### src/rtl/mem_responder.sv
// LC-3 memory responder: one CPU request becomes a timed SRAM cycle, or a switch/hex-display I/O access.
// Latency: READY rises WAIT_CYCLES+1 cycles after accept for SRAM and 1 cycle after accept for I/O.
// Backpressure: a request held high across READY is not serviced again until MIO_EN is seen low.
module mem_responder #(
  parameter int unsigned WAIT_CYCLES = 2,
  parameter logic [15:0] IO_ADDR     = 16'hFFFF
) (
  input  logic        Clk,
  input  logic        Reset,
  input  logic        MIO_EN,
  input  logic        WE,
  input  logic [15:0] ADDR,
  input  logic [15:0] WDATA,
  output logic [15:0] RDATA,
  output logic        READY,
  output logic [15:0] sram_addr,
  output logic [15:0] sram_dq_out,
  input  logic [15:0] sram_dq_in,
  output logic        sram_ce_n,
  output logic        sram_oe_n,
  output logic        sram_we_n,
  input  logic [15:0] SW,
  output logic [15:0] HEX_OUT
);

  localparam logic [3:0] WAIT_LOAD = 4'(WAIT_CYCLES);

  typedef enum logic [1:0] {
    IDLE   = 2'd0,
    ACCESS = 2'd1,
    DONE   = 2'd2,
    REARM  = 2'd3
  } state_t;

  state_t      state;
  state_t      state_nxt;
  logic        armed;
  logic [3:0]  wait_cnt;
  logic        req_we;
  logic        accept;
  logic        is_io;
  logic        last_access;

  always_comb begin
    accept      = (state == IDLE) && MIO_EN && armed;
    is_io       = (ADDR == IO_ADDR);
    last_access = (state == ACCESS) && (wait_cnt == 4'd1);
  end

  always_ff @(posedge Clk or negedge Reset) begin
    if (!Reset) begin
      state <= IDLE;
    end else begin
      state <= state_nxt;
    end
  end

  // Strobes and READY decode straight from registered state, so reset clears them at once.
  always_comb begin
    state_nxt = state;
    READY     = 1'b0;
    sram_ce_n = 1'b1;
    sram_oe_n = 1'b1;
    sram_we_n = 1'b1;
    case (state)
      IDLE: begin
        if (accept) begin
          state_nxt = is_io ? DONE : ACCESS;
        end
      end
      ACCESS: begin
        sram_ce_n = 1'b0;
        sram_oe_n = req_we;
        sram_we_n = ~req_we;
        if (wait_cnt == 4'd1) begin
          state_nxt = DONE;
        end
      end
      DONE: begin
        READY     = 1'b1;
        state_nxt = REARM;
      end
      REARM: begin
        if (armed || !MIO_EN) begin
          state_nxt = IDLE;
        end
      end
      default: state_nxt = IDLE;
    endcase
  end

  always_ff @(posedge Clk or negedge Reset) begin
    if (!Reset) begin
      armed       <= 1'b1;
      wait_cnt    <= 4'd0;
      req_we      <= 1'b0;
      RDATA       <= 16'h0000;
      HEX_OUT     <= 16'h0000;
      sram_addr   <= 16'h0000;
      sram_dq_out <= 16'h0000;
    end else begin
      if (accept) begin
        armed  <= 1'b0;
        req_we <= WE;
        if (is_io) begin
          if (WE) begin
            HEX_OUT <= WDATA;
          end else begin
            RDATA <= SW;
          end
        end else begin
          // sram_addr doubles as the latched request address for the whole access.
          sram_addr <= ADDR;
          wait_cnt  <= WAIT_LOAD;
          if (WE) begin
            sram_dq_out <= WDATA;
          end
        end
      end else if (!MIO_EN) begin
        armed <= 1'b1;
      end

      if (state == ACCESS) begin
        wait_cnt <= wait_cnt - 4'd1;
      end

      if (last_access && !req_we) begin
        RDATA <= sram_dq_in;
      end
    end
  end

endmodule

### config.mk
export PLATFORM = sky130hd
export DESIGN_NAME = mem_responder
export DESIGN_NICKNAME = d
export VERILOG_FILES = /design/src/rtl/mem_responder.sv
export SDC_FILE = /design/constraint.sdc
export NUM_CORES = 1
export LEC_CHECK = 0
export BUFFER_PORTS_ARGS = -buffer_cell sky130_fd_sc_hd__buf_2
export CAP_MARGIN = 20
export CELL_PAD_IN_SITES_DETAIL_PLACEMENT = 1
export CELL_PAD_IN_SITES_GLOBAL_PLACEMENT = 1
export CORE_MARGIN = 2
export CORE_UTILIZATION = 25
export CTS_BUF_LIST = sky130_fd_sc_hd__clkbuf_2 sky130_fd_sc_hd__clkbuf_4 sky130_fd_sc_hd__clkbuf_8
export CTS_CLUSTER_DIAMETER = 200
export DETAILED_ROUTE_END_ITERATION = 8
export GPL_TIMING_DRIVEN = 0
export PLACE_DENSITY_LB_ADDON = 0.1
export SYNTH_ARGS = -nofsm -noshare
export SYNTH_HDL_FRONTEND = slang
export SYNTH_SLANG_ARGS = --single-unit
export TNS_END_PERCENT = 20
### constraint.sdc
create_clock -name Clk -period 3.6 [get_ports Clk]
set_input_delay 0.54 -clock Clk [delete_from_list [all_inputs] [get_ports Clk]]
set_output_delay 0.54 -clock Clk [all_outputs]
set_load 0.02 [all_outputs]
# [Word level (Yosys, flattened, before mapping)]
# Index checks and enable logic that the tools add are counted.
[word_totals] latchBits=0 ram_bits=0 rom_bits=0 regBits=72 wordCells=57 n_memories=0 output_inout_bits=68
[op_classes] bitwise_logic=2 magnitude_cmp=0 div_mod_pow=0 reduce_logical=17 shift=0 muxes=18 multipliers=0 eq_ne=11 addsub=1
[op_table] operator="2-to-1 mux 16 bit" count=4
[op_table] operator="== test 16 bit, second input constant" count=1
[op_table] operator="2-to-1 mux 4 bit" count=3
[op_table] operator="AND reduction 3 bit" count=4
[op_table] operator="2-to-1 mux 2 bit" count=4
[op_table] operator="case mux 2 bit (4 select lines)" count=1
[op_table] operator="2-to-1 mux 1 bit" count=6
[op_table] operator="inequality test 2 x 1 -> 1 bit, second input constant" count=3
[op_table] operator="inequality test 2 bit, second input constant" count=3
[op_table] operator="nonzero test 2 bit" count=3
[op_table] operator="== test 2 bit, second input constant" count=2
[op_table] operator="== test 4 x 1 -> 1 bit, second input constant" count=1
[op_table] operator="logical AND 1 bit" count=4
[op_table] operator="AND reduction 2 bit" count=2
[op_table] operator="subtractor 4 x 1 -> 4 bit, second input constant" count=1
[op_table] operator="== test 2 x 1 -> 1 bit, second input constant" count=1
[op_table] operator="logical NOT 1 bit" count=2
[op_table] operator="logical NOT 2 bit" count=1
[op_table] operator="inverter 1 bit" count=2
[op_table] operator="logical OR 1 bit" count=1

# [Logic depth before layout (Yosys ltp)]
# Gate-level depths: netlist of the first run.
[logic_depth] word_depth=5 depth_mapped=9 ltp_nobuf=6

# [Worst setup path after synthesis of the first run]
# OpenSTA, ideal clock, no wires.
[synth_timing] kind="input -> register" from="input ADDR[6]" to="register HEX_OUT[0]" setup_slack_ps=1662 t_arrival_ps=1813 t_required_ps=3475 path_stages=5 path_buffers=1 cell_sequence="nand4_1 or4_4 nor2_4 buf_12 mux2_4"
[synth_between] elab_chain_len=2
[synth_lines] item="start: declaration" line_no="12" rtl="input logic [15:0] ADDR,"
[synth_lines] item="== test 16 bit" line_no="46" rtl="is_io = (ADDR == IO_ADDR);"
[synth_lines] item="AND reduction 3 bit (no line)"
[synth_lines] item="end signal: assignment" line_no="98" rtl="HEX_OUT <= 16'h0000;"
[synth_lines] item="end signal: assignment" line_no="107" rtl="HEX_OUT <= WDATA;"
[synth_lines] item="end: declaration" line_no="23" rtl="output logic [15:0] HEX_OUT"
# No other way between the ends.
# A chain may end at the register's enable or synchronous reset.

# [Final worst setup path of the first run]
[layout_timing] from="register state[1]" to="register sram_dq_out[11]"
[layout_between] elab_chain_len=4
[layout_lines] item="start: declaration" line_no="35" rtl="state_t state;"
[layout_lines] item="start signal: assignment" line_no="54" rtl="state <= state_nxt;"
[layout_lines] item="logical NOT 2 bit" line_no="45" rtl="accept = (state == IDLE) && MIO_EN && armed;"
[layout_lines] item="logical AND 1 bit (2 in series)" line_no="45"
[layout_lines] item="AND reduction 3 bit (no line)"
[layout_lines] item="end signal: assignment" line_no="100" rtl="sram_dq_out <= 16'h0000;"
[layout_lines] item="end signal: assignment" line_no="116" rtl="sram_dq_out <= WDATA;"
[layout_lines] item="end: declaration" line_no="17" rtl="output logic [15:0] sram_dq_out,"
# No other way between the ends.

==> results.py, run 1 <==
metrics = {
    "global_route": {
        "antenna_found_initial": 1,
        "overflow": 0,
        "grt_max_degree": 38,
        "track_usage": 0.145,
        "grt_pass1_vias": 2757,
        "grt_pass1_wl_mm": 14.9,
    },
    "finish": {
        "nNetsFinal": 476,
        "drive_gt1_frac": 0.538,
        "layout_commonest_cell": "buf_2",
        "final_cells": 579,
        "final_area_um2": 4340,
        "n_antenna_cell": 0,
        "final_cell_mix": "buf_2 (137), dfrtp_1 (71), mux2_2 (39)",
        "area_growth_pct": 35.6,
    },
    "sta": {
        "skew_ns": 0.00781,
        "worst_pin_slew_ns": 0.577,
        "hold_viol": 0,
        "maxSlewViolCount": 0,
        "timing.slew.headroom": 0.614,
        "period_needed_ns": 2.31,
        "tns_ns": 0,
        "clock.fmax_ghz": 0.433,
        "setup_viol": 0,
        "rsz0062_at_grt": "no",
        "min_period_over_period": 0.641,
        "holdWs_ns": 0.138,
    },
    "floorplan": {
        "initial_core_util": 0.255,
        "die_w_um": 117,
        "coreArea_um2": 12600,
        "placementRows": 41,
        "ios": 136,
        "die_area_um2": 13700,
        "die_h_um": 117,
    },
    "detailed_routing": {
        "drt_wl_total_mm": 9.49,
        "wl_per_cell_um": 16.4,
        "ant_nets": 0,
        "dr.pass1.iters": 4,
        "drt_iter0_markers": 83,
        "vias": 2569,
        "drc": 0,
        "avgViaCountPerCell": 4.44,
    },
    "setup_path": {
        "r2r-end": "sram_dq_out[11]$_DFFE_PN0P_",
        "crit_path_start": "state[1]$_DFFE_PN0P_",
        "r2r_slack_ns": 1.29,
        "r2r-start": "state[1]$_DFFE_PN0P_",
        "crit_fanout": 10,
        "cp.arrival_ns": 2.55,
        "end_kind": "register",
        "crit_path_start_kind": "register",
        "worstRegToRegCells": 7,
        "cp.required_ns": 3.84,
        "crit_end": "sram_dq_out[11]$_DFFE_PN0P_",
        "path_class": "register to register",
    },
    "hold_path": {
        "hold_path.class": "input port to asynchronous set/reset pin",
    },
    "place": {
        "gp_congestion": 0.702,
        "hpwl_mm": 6.99,
        "dpl-instance-area_um2": 4110,
        "placement.io_buffers": 135,
        "post-place-cells": 563,
    },
    "power_and_ir_drop": {
        "peakVddDrop_mv": 0.281,
        "p_leak_uw": 0.00210,
        "power_density_nw_per_um2": 797,
    },
    "synthesis": {
        "syn_area_um2": 3200,
        "synthCells": 255,
        "synth_seq_cells": 72,
        "synth.distinct_cells": 33,
        "yosysWarnings": 0,
        "syn_nets": 329,
        "syn_avg_cell_area_um2": 12.6,
        "yosysSeqAreaShare": 0.563,
    },
    "clock_tree": {
        "hold_buffers": 0,
        "htree_levels": 3,
        "cts.clk_slew.worst_paths_ns": 0.08,
        "cts.sinks": 72,
        "root_buffer": "clkbuf_8",
        "clk-insertion-delay-late_ns": 0.36,
        "cts.path.max_buffers": 2,
        "cts_made_buffers": 9,
        "post_cts_buffers": 0,
        "cts_tree": "built",
        "cts_resized": 0,
    },
    "flow_run": {
        "maxCapViolCount": 0,
    },
    "run_status": {
        "status": "finished clean",
    },
}
-- state kept, by name, indices dropped and copies added (netlist names) --
register     count
req_we           1
sram_dq_out     16
armed            1
HEX_OUT         16
sram_addr       16
state            2
RDATA           16
wait_cnt         4
-- report_power, final --
group	leakage, uW	switching (uW)	internal, uW
logic	0.00110	842	574
registers	0.000884	166	1130
clock network	0.000118	316	432
total	0.00210	1320	2140
-- metrics by stage --
| step | power, uW | setup WS, ns | utilization |
|---|---|---|---|
| after floorplan | 2220 | 1.66 | - |
| after global placement | 2720 | 1.25 | 0.326 |
| after detailed placement | 2760 | 1.21 | 0.327 |
| after CTS | 3530 | 1.19 | 0.345 |
| after global routing | 3720 | 1.06 | 0.345 |
| final | 3460 | 1.29 | 0.345 |
-- critical path: stages (launching register included) --
cell and delay, ns:
dfrtp_1 0.41, inv_1 0.11, ha_1 0.15, clkbuf_2 0.18, nand4_1 0.25, nor2_2 0.45
buf_4 0.28, mux2_2 0.35
-- cell families after synthesis --
group / after synthesis / synth area share
DFF: 72 / 0.563
xor gates and xnor gates: 2 / 0.00547
adders and majority gates: 6 / 0.0235
AOI/OAI and AO/OA: 57 / 0.0973
and+or+nand+nor: 46 / 0.0786
buffers and inverters: 20 / 0.0383
muxes: 52 / 0.194
-- routing by layer --
layer	part of all wire	up-vias	GRT usage	wire (um)
met5	0.0017	-	0	16
met4	0.020	2	0.0659	188
met3	0.066	13	0.0463	626
met2	0.46	81	0.221	4410
met1	0.45	1264	0.188	4250
li1	-	1209	-	-
-- area by class of cell --
| cell class | instances | area (um2) |
|---|---|---|
| multi-input combinational | 163 | 1270 |
| clock inverter | 3 | 65.1 |
| inverter | 6 | 22.5 |
| sequential | 72 | 1800 |
| tap | 172 | 215 |
| clock buffer | 13 | 160 |
| timing repair buffer | 136 | 698 |
| fill | 1433 | 8230 |
| buffer | 14 | 100 |
-- worst min-delay path by stage --
| stage | cells past startpoint | to | slack, ns | from |
|---|---|---|---|---|
| floorplan | 0 | HEX_OUT[0]$_DFFE_PN0P_ | 0.24 | Reset |
| global placement | 2 | armed$_DFFE_PN1P_ | 0.48 | armed$_DFFE_PN1P_ |
| detailed placement | 1 | HEX_OUT[15]$_DFFE_PN0P_ | 0.49 | HEX_OUT[15]$_DFFE_PN0P_ |
| CTS | 1 | wait_cnt[2]$_DFFE_PN0P_ | 0.15 | Reset |
| global route | 1 | wait_cnt[3]$_DFFE_PN0P_ | 0.17 | Reset |
| finish | 1 | wait_cnt[2]$_DFFE_PN0P_ | 0.14 | Reset |
-- cell usage after synthesis (all sizes together) --
| library cell | number | area, um2 |
|---|---|---|
| a21oi | 20 | 100 |
| a31oi | 16 | 100 |
| buf | 9 | 80.1 |
| clkbuf | 5 | 20.0 |
| dfrtp | 71 | 1780 |
| dfstp | 1 | 26.3 |
| ha | 6 | 75.1 |
| inv | 6 | 22.5 |
| mux2 | 49 | 589 |
| mux2i | 3 | 30.0 |
| nand2 | 6 | 22.5 |
| nand2b | 1 | 6.26 |
| nand3 | 1 | 5.00 |
| nand4 | 9 | 56.3 |
| nor2 | 22 | 95.1 |
| nor3 | 1 | 5.00 |
| nor4 | 1 | 21.3 |
| o21ai | 18 | 90.1 |
| o22ai | 2 | 12.5 |
| o31a | 1 | 8.76 |
| or2 | 2 | 12.5 |
| or3b | 1 | 8.76 |
| or4 | 2 | 18.8 |
| xnor2 | 2 | 17.5 |
Power figures use the tool's default switching activity.
==> run 2, diff against run 1 <==
Clock period 3.6 ns to 2 ns, I/O delays scaled along.
==> results.py, run 2 (synthesis results as in run 1) <==
metrics = {
    "run_status": {
        "status": "finished clean",
    },
    "power_and_ir_drop": {
        "power.net_switching_uw": 2410,
        "p_comb_frac": 0.417,
        "peakVddDrop_mv": 0.508,
        "p_clk_frac": 0.213,
        "seq_power_share": 0.370,
        "internal_power_uw": 3900,
        "power_density_nw_per_um2": 1420,
        "p_leak_uw": 0.00214,
        "swShare": 0.382,
    },
    "finish": {
        "layout_commonest_cell": "buf_2",
        "fillerInstances": 1425,
        "area_growth_pct": 39.0,
        "n_antenna_cell": 0,
        "multi_input_comb_area_um2": 1320,
        "nNetsFinal": 478,
        "regArea_um2": 1800,
        "postLayoutCoreUtil": 0.354,
        "final_cells": 581,
        "drive_gt1_frac": 0.565,
        "final_cell_mix": "buf_2 (137), dfrtp_1 (71), mux2_2 (39)",
    },
    "detailed_routing": {
        "ant_nets": 0,
        "dr.pass1.iters": 4,
        "drt_iter0_markers": 86,
        "drc": 0,
        "drt_wl_total_mm": 9.49,
        "avgViaCountPerCell": 4.43,
        "vias": 2574,
        "wl_per_cell_um": 16.3,
    },
    "place": {
        "hpwl_mm": 6.99,
        "placement.io_buffers": 135,
        "pre_cts_slack_ns": -0.388,
        "post-place-cells": 563,
        "gp_congestion": 0.702,
    },
    "sta": {
        "tns_ns": 0,
        "clock.fmax_ghz": 0.539,
        "setup_viol": 0,
        "maxSlewViolCount": 0,
        "period_needed_ns": 1.86,
        "min_period_over_period": 0.928,
        "timing.slew.headroom": 0.662,
        "rsz0062_at_grt": "no",
        "setup_slack_ns": 0.145,
        "worst_pin_slew_ns": 0.507,
        "holdWs_ns": 0.185,
        "skew_ns": 0.00778,
        "hold_viol": 0,
    },
    "global_route": {
        "grt_max_degree": 38,
        "track_usage": 0.147,
        "grt_pass1_vias": 2787,
        "antenna_found_initial": 1,
        "grt_pass1_wl_mm": 15.0,
        "overflow": 0,
    },
    "clock_tree": {
        "root_buffer": "clkbuf_8",
        "htree_levels": 3,
        "clk-insertion-delay-late_ns": 0.35,
        "cts_tree": "built",
        "cts.path.max_buffers": 2,
        "cts.sinks": 72,
        "cts.clk_slew.worst_paths_ns": 0.07,
        "cts_made_buffers": 9,
    },
    "hold_path": {
        "hold_path.class": "input port to register",
    },
    "setup_path": {
        "crit_slowest_cell": "dfrtp_1",
        "cp.arrival_ns": 2.09,
        "path_class": "register to register",
        "crit_fanout": 10,
        "end_kind": "register",
        "crit_path_start_kind": "register",
        "cp.required_ns": 2.24,
        "r2r_slack_ns": 0.14,
        "slowest_delay_ns": 0.44,
        "crit_chain": "inv_2, ha_1, buf_6, nand3_4, nor2_4, buf_8, mux2_2",
    },
    "floorplan": {
        "die_h_um": 117,
        "placementRows": 41,
        "coreArea_um2": 12600,
        "die_area_um2": 13700,
        "ios": 136,
        "initial_core_util": 0.255,
        "die_w_um": 117,
    },
    "flow_run": {
        "maxCapViolCount": 0,
    },
}
## run 2: cell types whose count changed in the layout (fill, tap and decap cells not counted), sizes merged
cell	change
buf	+4
dlygate4sd3	+1
clkbuf	-3
## run 2: final timing paths
| check | start | end | cells after the start |
|---|---|---|---|
| worst max register to register | state[0]$_DFFE_PN0P_ | sram_addr[10]$_DFFE_PN0P_ | 7 |
| worst min register to register | sram_addr[0]$_DFFE_PN0P_ | sram_addr[0]$_DFFE_PN0P_ | 1 |
| min in group asynchronous | Reset | wait_cnt[2]$_DFFE_PN0P_ | 2 |
| max in group asynchronous | Reset | armed$_DFFE_PN1P_ | 3 |
| worst max-delay path | state[0]$_DFFE_PN0P_ | sram_addr[10]$_DFFE_PN0P_ | 7 |
| worst min-delay path | WDATA[2] | HEX_OUT[2]$_DFFE_PN0P_ | 2 |
## run 2: per-layer routing
| metal | track usage | wire (um) |
|---|---|---|
| met1 | 0.189 | 4230 |
| met3 | 0.0458 | 613 |
| met2 | 0.226 | 4450 |
| met4 | 0.0659 | 188 |
| met5 | 0 | 16 |
## run 2: power by group through the flow
| stage | sequential (uW) | combinational, uW | clock [uW] |
|---|---|---|---|
| floorplan | 2960 | 1040 | 0 |
| global placement | 2340 | 2550 | 0 |
| detailed placement | 2370 | 2600 | 0 |
| CTS | 2350 | 2650 | 1410 |
| global route | 2430 | 2900 | 1460 |
| finish | 2340 | 2630 | 1340 |
## run 2: per-stage QoR
stage | power (uW) | area [um2]
2_1_floorplan | 4000 | 3200
3_5_place_dp | 4960 | 4110
4_1_cts | 6400 | 4420
6_report | 6320 | 4450
5_1_grt | 6800 | 4450
3_3_place_gp | 4890 | 4090
## run 2: critical path, delay by kind of cell, from the launching register on
family	cells	cell delay, ns
adder cells (fa/ha/maj)	1	0.15
buffers and inverters	3	0.40
flip-flops	1	0.44
multiplexers	1	0.33
AND/OR/NAND/NOR	2	0.41
## run 2: layout make-up
| type | count | share of cell area |
|---|---|---|
| timing repair buffer | 140 | 0.167 |
| multi-input combinational | 163 | 0.297 |
| clock buffer | 13 | 0.0360 |
| tap | 172 | 0.0484 |
| clock inverter | 3 | 0.0146 |
| buffer | 12 | 0.0262 |
| inverter | 6 | 0.00506 |
| sequential | 72 | 0.405 |
## run 2: repair_timing
item,in CTS,in global routing
pin swaps,2,1
hold buffers,1,0
hold endpoints to repair,36,0
setup buffers,3,0
resized for setup,12,11
endpoints found under the setup margin,60,17
